[src/rtl/sfq_dec_pkg.sv]
// Shared types for the SFQ pulse decoder: FSM state and error code encodings.
package sfq_dec_pkg;

  typedef enum logic [1:0] {
    ST_IDLE   = 2'd0,
    ST_WINDOW = 2'd1,
    ST_GUARD  = 2'd2
  } state_e;

  typedef enum logic [1:0] {
    ERR_NONE       = 2'd0,
    ERR_DOUBLE     = 2'd1,
    ERR_DATA_GUARD = 2'd2,
    ERR_CLK_GUARD  = 2'd3
  } err_e;

endpackage

[src/rtl/sfq_toggle_sync.sv]
// Synchronizes one toggle-encoded line and emits a registered one-cycle pulse
// per level change; pulses are held off until the synchronizer holds real data.
module sfq_toggle_sync #(
  parameter int SYNC_STAGES = 2
) (
  input  logic i_clk,
  input  logic i_rst,
  input  logic i_line,
  output logic o_pulse
);

  logic [SYNC_STAGES-1:0] r_sync;
  logic [SYNC_STAGES:0]   r_arm;
  logic                   r_prev;
  logic                   r_pulse;
  logic                   w_synced;

  assign w_synced = r_sync[SYNC_STAGES-1];

  // r_arm fills with ones after reset so a line held high through reset
  // never looks like an edge while the chain flushes its reset zeros.
  always_ff @(posedge i_clk or posedge i_rst) begin
    if (i_rst) begin
      r_sync  <= '0;
      r_arm   <= '0;
      r_prev  <= 1'b0;
      r_pulse <= 1'b0;
    end else begin
      r_sync[0] <= i_line;
      for (int i = 1; i < SYNC_STAGES; i++) r_sync[i] <= r_sync[i-1];
      r_arm   <= {r_arm[SYNC_STAGES-1:0], 1'b1};
      r_prev  <= w_synced;
      r_pulse <= r_arm[SYNC_STAGES] & (w_synced ^ r_prev);
    end
  end

  assign o_pulse = r_pulse;

endmodule

[src/rtl/sfq_pulse_decoder.sv]
// Decodes toggle-encoded SFQ clock/data lines into bits with guard-window
// error detection and saturating bit/error counters.
//   state     | meaning
//   ST_IDLE   | waiting for the first clock pulse
//   ST_WINDOW | collecting data pulses for the current bit
//   ST_GUARD  | GUARD_CYCLES cycles after a clock pulse; any pulse is an error
module sfq_pulse_decoder
  import sfq_dec_pkg::*;
#(
  parameter int SYNC_STAGES  = 2,
  parameter int GUARD_CYCLES = 3,
  parameter int CNT_W        = 16
) (
  input  logic             clk,
  input  logic             rst,
  input  logic             sfq_clk,
  input  logic             sfq_data,
  output logic             bit_out,
  output logic             bit_valid,
  output logic [1:0]       err_code,
  output logic             err_valid,
  output logic [CNT_W-1:0] bit_count,
  output logic [CNT_W-1:0] err_count
);

  localparam int GW = (GUARD_CYCLES > 1) ? $clog2(GUARD_CYCLES) : 1;
  localparam logic [GW-1:0]    GUARD_LOAD = GW'(GUARD_CYCLES - 1);
  localparam logic [GW-1:0]    GUARD_ONE  = 1;
  localparam logic [CNT_W-1:0] CNT_ONE    = 1;
  localparam logic [CNT_W-1:0] CNT_MAX    = '1;

  logic             w_clk_p;
  logic             w_data_p;
  logic             w_emit;
  logic             w_emit_bit;
  err_e             w_err;
  state_e           r_state;
  logic [GW-1:0]    r_guard_cnt;
  logic             r_seen;
  logic             r_bit_out;
  logic             r_bit_valid;
  err_e             r_err_code;
  logic             r_err_valid;
  logic [CNT_W-1:0] r_bit_count;
  logic [CNT_W-1:0] r_err_count;

  sfq_toggle_sync #(.SYNC_STAGES(SYNC_STAGES)) u_sync_clk (
    .i_clk(clk), .i_rst(rst), .i_line(sfq_clk), .o_pulse(w_clk_p)
  );

  sfq_toggle_sync #(.SYNC_STAGES(SYNC_STAGES)) u_sync_data (
    .i_clk(clk), .i_rst(rst), .i_line(sfq_data), .o_pulse(w_data_p)
  );

  // A data pulse coinciding with a clock pulse is treated as a guard hit.
  always_comb begin
    w_err = ERR_NONE;
    case (r_state)
      ST_WINDOW: begin
        if (w_clk_p && w_data_p)    w_err = ERR_DATA_GUARD;
        else if (w_data_p && r_seen) w_err = ERR_DOUBLE;
      end
      ST_GUARD: begin
        if (w_clk_p)       w_err = ERR_CLK_GUARD;
        else if (w_data_p) w_err = ERR_DATA_GUARD;
      end
      default: w_err = ERR_NONE;
    endcase
  end

  assign w_emit     = w_clk_p && (r_state != ST_IDLE);
  assign w_emit_bit = (r_state == ST_WINDOW) && r_seen;

  always_ff @(posedge clk or posedge rst) begin
    if (rst) begin
      r_state     <= ST_IDLE;
      r_guard_cnt <= '0;
      r_seen      <= 1'b0;
      r_bit_out   <= 1'b0;
      r_bit_valid <= 1'b0;
      r_err_code  <= ERR_NONE;
      r_err_valid <= 1'b0;
      r_bit_count <= '0;
      r_err_count <= '0;
    end else begin
      r_bit_valid <= w_emit;
      r_err_valid <= (w_err != ERR_NONE);
      r_err_code  <= w_err;
      if (w_emit) r_bit_out <= w_emit_bit;
      if (w_emit && r_bit_count != CNT_MAX) r_bit_count <= r_bit_count + CNT_ONE;
      if ((w_err != ERR_NONE) && r_err_count != CNT_MAX) r_err_count <= r_err_count + CNT_ONE;
      case (r_state)
        ST_IDLE: begin
          if (w_clk_p) begin
            r_state     <= ST_GUARD;
            r_guard_cnt <= GUARD_LOAD;
          end
        end
        ST_WINDOW: begin
          if (w_clk_p) begin
            r_seen      <= 1'b0;
            r_state     <= ST_GUARD;
            r_guard_cnt <= GUARD_LOAD;
          end else if (w_data_p) begin
            r_seen <= 1'b1;
          end
        end
        ST_GUARD: begin
          if (w_clk_p)                r_guard_cnt <= GUARD_LOAD;
          else if (r_guard_cnt == '0) r_state     <= ST_WINDOW;
          else                        r_guard_cnt <= r_guard_cnt - GUARD_ONE;
        end
        default: r_state <= ST_IDLE;
      endcase
    end
  end

  assign bit_out   = r_bit_out;
  assign bit_valid = r_bit_valid;
  assign err_code  = r_err_code;
  assign err_valid = r_err_valid;
  assign bit_count = r_bit_count;
  assign err_count = r_err_count;

endmodule

[config.mk]
export PLATFORM = sky130hd
export DESIGN_NAME = sfq_pulse_decoder
export DESIGN_NICKNAME = d
export VERILOG_FILES = /design/src/rtl/sfq_dec_pkg.sv /design/src/rtl/sfq_toggle_sync.sv /design/src/rtl/sfq_pulse_decoder.sv
export SDC_FILE = /design/constraint.sdc
export NUM_CORES = 1
export LEC_CHECK = 0
export CAP_MARGIN = 20
export CORE_AREA = 8 8 78 80
export CTS_CLUSTER_SIZE = 8
export DETAILED_ROUTE_END_ITERATION = 10
export DIE_AREA = 0 0 86 88
export GPL_TIMING_DRIVEN = 0
export PLACE_DENSITY_LB_ADDON = 0.3
export RECOVER_POWER = 100
export SLEW_MARGIN = 15
export SYNTH_ARGS = -nofsm -noshare
export SYNTH_HDL_FRONTEND = slang
export SYNTH_SLANG_ARGS = --single-unit
[constraint.sdc]
create_clock -name clk -period 2.3 [get_ports clk]
set_input_delay 0.46 -clock clk [delete_from_list [all_inputs] [get_ports clk]]
set_output_delay 0.46 -clock clk [all_outputs]
set_load 0.02 [all_outputs]
Yosys cells after proc, flatten, opt, wreduce, memory -nomap -nowiden
Index checks and enable logic that the tools add are counted.
{"block": "totals", "register_bits": 56, "input_bits": 4, "output_inout_bits": 37, "word_cells": 62}
{"block": "op_classes", "bitwise_logic": 4, "reduce_logical": 16, "add_sub_neg": 3, "n_mux": 14, "n_eq_ne": 8}
{"op": "$add A16 B1 Y16 const B", "count": 2}
{"op": "$ne A16 B16 Y1 const B", "count": 2}
{"op": "$mux W2", "count": 8}
{"op": "$pmux W2 S2", "count": 3}
{"op": "$reduce_bool A2 Y1", "count": 4}
{"op": "$logic_and A1 B1 Y1", "count": 6}
{"op": "$reduce_and A3 Y1", "count": 2}
{"op": "$logic_not A2 Y1", "count": 2}
{"op": "$ne A2 B2 Y1 const B", "count": 2}
{"op": "$mux W1", "count": 3}
{"op": "$ne A3 B2 Y1 const B", "count": 1}
{"op": "$and A1 B1 Y1", "count": 2}
{"op": "$eq A2 B1 Y1 const B", "count": 1}
{"op": "$eq A2 B2 Y1 const B", "count": 1}
{"op": "$ne A2 B1 Y1 const B", "count": 1}
{"op": "$reduce_and A2 Y1", "count": 1}
{"op": "$reduce_or A2 Y1", "count": 1}
{"op": "$sub A2 B1 Y2 const B", "count": 1}
{"op": "$xor A1 B1 Y1", "count": 2}

Logic depth before layout (Yosys ltp)
{"block": "logic_depth", "word_depth": 6, "ltp_mapped": 8, "ltp_nobuf": 7}

By module
Synthesis repeated with hierarchy kept, for this count alone.
{"block": "hier_totals", "hier_cells": 212, "area_unflattened_um2": 2471.1}
{"mod": "sfq_pulse_decoder", "cells_per_inst": 190, "seq_area_each_um2": 1051.0, "n_inst": 1, "area_each_um2": 2075.7}
{"mod": "sfq_toggle_sync", "cells_per_inst": 11, "seq_area_each_um2": 175.2, "n_inst": 2, "area_each_um2": 197.7}

Worst setup path after synthesis
No wires, ideal clock.
{"block": "synth_timing", "path_kind": "register -> register", "from": "register r_bit_count[0], in the netlist bit_count[0]", "to": "register r_bit_count[3], in the netlist bit_count[3]", "setup_ns": 0.131, "t_required_ns": 2.169, "arrival_time_ns": 1.635, "stages_incl_launch_ff": 7, "setup_slack_ns": 0.534, "path_buffers": 1, "path_cell_list": "dfrtp_1 ha_1 and4_1 a41oi_1 buf_2 nand4_1 xnor2_1"}
{"block": "synth_via", "elab_chain_cells": 2, "elab_cells_between_ends": 3, "cone_classes": "1 x add/sub; 1 x eq/ne; 1 x reduce/logical"}
{"element": "start: declaration", "line": "sfq_pulse_decoder.sv:44", "source": "logic [CNT_W-1:0] r_bit_count;"}
{"element": "start signal: assignment", "line": "sfq_pulse_decoder.sv:90", "source": "if (w_emit && r_bit_count != CNT_MAX) r_bit_count <= r_bit_count + CNT_ONE;"}
{"element": "parallel branches: the longest is 2 deep, another holds $add A16 B1 Y16"}
Several ways; the timed one is not identified.
A chain may end at the register's enable or synchronous reset.

Worst setup path after layout
{"block": "layout_timing", "from": "register r_state[1]", "to": "register r_err_count[15], in the netlist err_count[15]"}
{"block": "layout_via", "elab_chain_cells": 4, "elab_cells_between_ends": 5, "cone_classes": "2 x eq/ne; 1 x mux; 2 x reduce/logical"}
{"element": "start: declaration", "line": "sfq_pulse_decoder.sv:37", "source": "state_e r_state;"}
{"element": "start signal: assignment", "line": "sfq_pulse_decoder.sv:76", "source": "r_state <= ST_IDLE;"}
{"element": "start signal: assignment", "line": "sfq_pulse_decoder.sv:95", "source": "r_state <= ST_GUARD;"}
{"element": "start signal: assignment", "line": "sfq_pulse_decoder.sv:102", "source": "r_state <= ST_GUARD;"}
{"element": "$eq A2 B2 Y1 / $eq A2 B1 Y1 (equally long branches)", "line": "sfq_pulse_decoder.sv:58", "source": "case (r_state)"}
{"element": "$pmux W2 S2 (*)", "line": "sfq_pulse_decoder.sv:58"}
{"element": "$reduce_bool A2 Y1 (*)", "line": "sfq_pulse_decoder.sv:91", "source": "if ((w_err != ERR_NONE) && r_err_count != CNT_MAX) r_err_count <= r_err_count + CNT_ONE;"}
{"element": "$logic_and A1 B1 Y1 (*)", "line": "sfq_pulse_decoder.sv:91"}
{"element": "end signal: assignment", "line": "sfq_pulse_decoder.sv:91"}
{"element": "end: declaration", "line": "sfq_pulse_decoder.sv:45", "source": "logic [CNT_W-1:0] r_err_count;"}
Every way passes the cells marked *; elsewhere a longest branch is shown, timed or not.

==> summary.md <==
| Metric | Value |
|---|---|
| Final Skew | 5.57 ps |
| DIE WIDTH | 86 um |
| Status | finished clean |
| Sequential area share after synthesis | 55.0% |
| CP Data Arrival Time | 2170 ps |
| Tightest Pin Transition | 738 ps |
| Tcrit/Tclk final | 86.4% |
| RSZ-0062 raised after global routing | false |
| Drt wl/cell | 13.6 um |
| Max-cap violations | 0 |
| Syn Area/Cell | 11.5 um2 |
| Final Hold Viols | 0 |
| Worst-path clk slew | 90 ps |
| Internal | 1.74 mW |
| Placement Setup Slack | 349 ps |
| P_sw | 0.838 mW |
| Synth Register Bits | 53 |
| Worst-Skew Late Latency | 290 ps |
| Synthesized instance count | 210 |
| Die Ht | 88 um |
| Power Density | 850 nW/um2 |
| TritonRoute pass-1 iters | 4 |
| Synth Area in Compound Gates | 6.07% |
| Power share of the clock group | 24.5% |
| Worst r2r src | r_state[1] |
| Port buffer count | 40 |
| DIE AREA | 7570 um2 |
| Worst Setup EP | err_count[15] |
| HPWL Detailed | 3270 um |
| Largest net degree at the start of global routing | 36 |
| Reg2Reg Depth | 7 |
| Largest family of logic cells by synthesized area | simple AND/OR/NAND/NOR gates |
| Hold_ws | 353 ps |
| Vias/cell | 5.29 |
| Final Net Count | 270 |
| WP buf/inv | 2 |
| Layout area overhead | 25.5% |
| Sw Share | 32.6% |
| Setup TNS | 0 ps |
| Post-Synth XOR/XNOR Area | 11.3% |
| CP endpoint kind | flip-flop |
| Rel. slew slack | 50.7% |
| Final setup viols | 0 |
| Tot GR Track Use | 12.5% |
| CP Launch Type | flip-flop |
| Initial Util | 49.1% |
| Mapped Area | 2410 um2 |
| Setup repair bufs after CTS | 0 |
| H-tree Lvls | 2 |
| Post-synth EDFFs | 0 |
| Worst EP required | 2480 ps |
| Clock root buffer | clkbuf_8 |
| Vias | 1739 |
| Max Slew Vio Count | 0 |
| Ys flop type | dfrtp_1 |
| Max incr delay on CP | 440 ps |
| RePlAce Congestion | 0.800 |
| GR Overflow Total | 0 |
| Post-Synth Adder-Cell Area | 4.15% |
| Post-synth net total | 222 |
| Crit path cell chain | inv_1 -> ha_1 -> nand3_1 -> a41o_4 -> inv_1 -> nand4_1 -> xnor2_1 |
| Crit path max fanout | 9 |
| Diodes inserted | 0 |
| Critical Path Start | r_state[1] |
| Most common library cells after synthesis | 53 x dfrtp_1, 21 x xnor2_1, 18 x nand2_1, 15 x nand3_1, 12 x nand4_1 |
| FMAX | 503 MHz |
| Worst path slowest cell | dfrtp_1 |
| Share of flip-flops with an asynchronous set or reset | 100% |
| CTS buffer count | 5 |
| Number of global-route vias before repair | 1693 |
| Synthesized-area fraction occupied by and/or/nand/nor cells | 20.1% |
| Critical path's top delay family | flip-flops |
| Hold Crit Class | reg2reg |
| Main area contributors after synthesis | dfrtp_1 55%, xnor2_1 7.6%, ha_1 4.2%, xor2_1 3.6%, nand3_1 3.1% |
| Flop pwr share | 46.8% |
| Top-count cell post-synth | dfrtp_1 |
| CTS tree | built |
| Initial antenna violation count | 0 |
| Final min period | 1990 ps |
| Final WL | 4470 um |
| Post-CTS Hold Fix Bufs | 0 |
| CP Depth | 7 |
| Layout cells sized above 1 | 6.56% |
| Cell taking the most area after synthesis | dfrtp_1 |
| YS warnings | 0 |
| R2R setup slack | 310 ps |
| PnR worst setup slack | 313 ps |
| Yosys top cell area share | 55.0% |
| CP most frequent cell | inv_1 |
| CP Class | reg2reg |
| Reg2reg end | err_count[15] |
| Clock sinks | 53 |
| Core footprint | 4910 um2 |
| Global-route wire length before repair | 7610 um |
| Post-DRT Antenna Nets | 0 |
| Post-synth cell types | 39 |
| Final Util | 61.6% |
| Io pins | 41 |
| Mux contribution to synthesized area | 1.09% |
| Post-route DRC | 0 |
| Logic gate share of total power | 28.7% |
| Max VDD drop | 0.000611 V |
| Row count | 26 |
| Leak | 1.43 nW |
| Number of DRC markers in iteration 0 | 89 |
| Clock buffer depth | 2 |
| Post-CTS sizing | 0 |
## through the flow
stage	power, mW	area [um2]	std cells
after floorplan	1.71	2410	210
after global placement	1.99	2900	320
after detailed placement	2.01	2920	321
after CTS	2.66	3040	329
after global routing	2.74	3030	329
final	2.57	3030	329
## layout by cell type, fill, tap and decap left out, drive strengths merged, types with 7 or more instances in the layout
cell         instances
inv                  9
ha                   8
nand2               18
nand4               13
dfrtp               53
a21oi                8
nand3               15
xor2                10
clkbuf               7
dlygate4sd3         40
xnor2               21
nor2                10
## power by group through the flow
| stage | Sequential, mW | Clock, mW | Combinational [mW] |
|---|---|---|---|
| after floorplan | 1.31 | 0 | 0.401 |
| final | 1.20 | 0.630 | 0.739 |
| after CTS | 1.21 | 0.660 | 0.788 |
| after detailed placement | 1.22 | 0 | 0.784 |
| after global routing | 1.23 | 0.697 | 0.811 |
| after global placement | 1.23 | 0 | 0.763 |
## worst min path at each step
stage                                  to  depth (start not counted)             startpoint
detailed placement   u_sync_data.r_arm[1]                          0   u_sync_data.r_arm[0]
finish               u_sync_data.r_arm[1]                          0   u_sync_data.r_arm[0]
CTS                  u_sync_data.r_arm[1]                          0   u_sync_data.r_arm[0]
global placement    u_sync_data.r_sync[1]                          0  u_sync_data.r_sync[0]
global route         u_sync_clk.r_sync[1]                          0   u_sync_clk.r_sync[0]
floorplan             u_sync_clk.r_arm[2]                          0   u_sync_data.r_arm[1]
## cell type report
class / instances / area (um2)
Buffer: 3 / 17.5
Fill cell: 413 / 1890
Clock buffer: 7 / 86.3
Inverter: 9 / 33.8
Tap cell: 70 / 87.6
Sequential cell: 53 / 1330
Timing Repair Buffer: 41 / 420
Multi-Input combinational cell: 145 / 1020
Clock inverter: 1 / 30.0
## logic make-up (layout without fill, tap and decap cells)
logic type	Yosys count	in the layout
xor+xnor	31	31
flops	53	53
other cells	1	1
simple gates	82	82
mux	2	2
buf+inv	12	61
fa+ha+maj	8	8
compound gates	21	21
## worst reg2reg max path: stages (launching register included)
cell	delay, ps
dfrtp_1	440
inv_1	110
ha_1	270
nand3_1	160
a41o_4	340
inv_1	210
nand4_1	180
xnor2_1	160
## routing by layer
layer,GRT usage [%],part of all wire [%],up-vias
met3,3.94,6.5,4
met4,4.46,0.90,0
met2,20.1,47,51
li1,-,-,837
met1,15.4,45,847
met5,0,0,-
## state kept, by name (all words and copies together), names as in the netlist, 2 cells and up
name and flops:
bit_count 16, err_count 16, err_code 2, r_guard_cnt 2, r_state 2, u_sync_clk.r_sync 2
u_sync_data.r_arm 2, u_sync_data.r_sync 2
No activity file was read; power rests on OpenSTA's default activity.
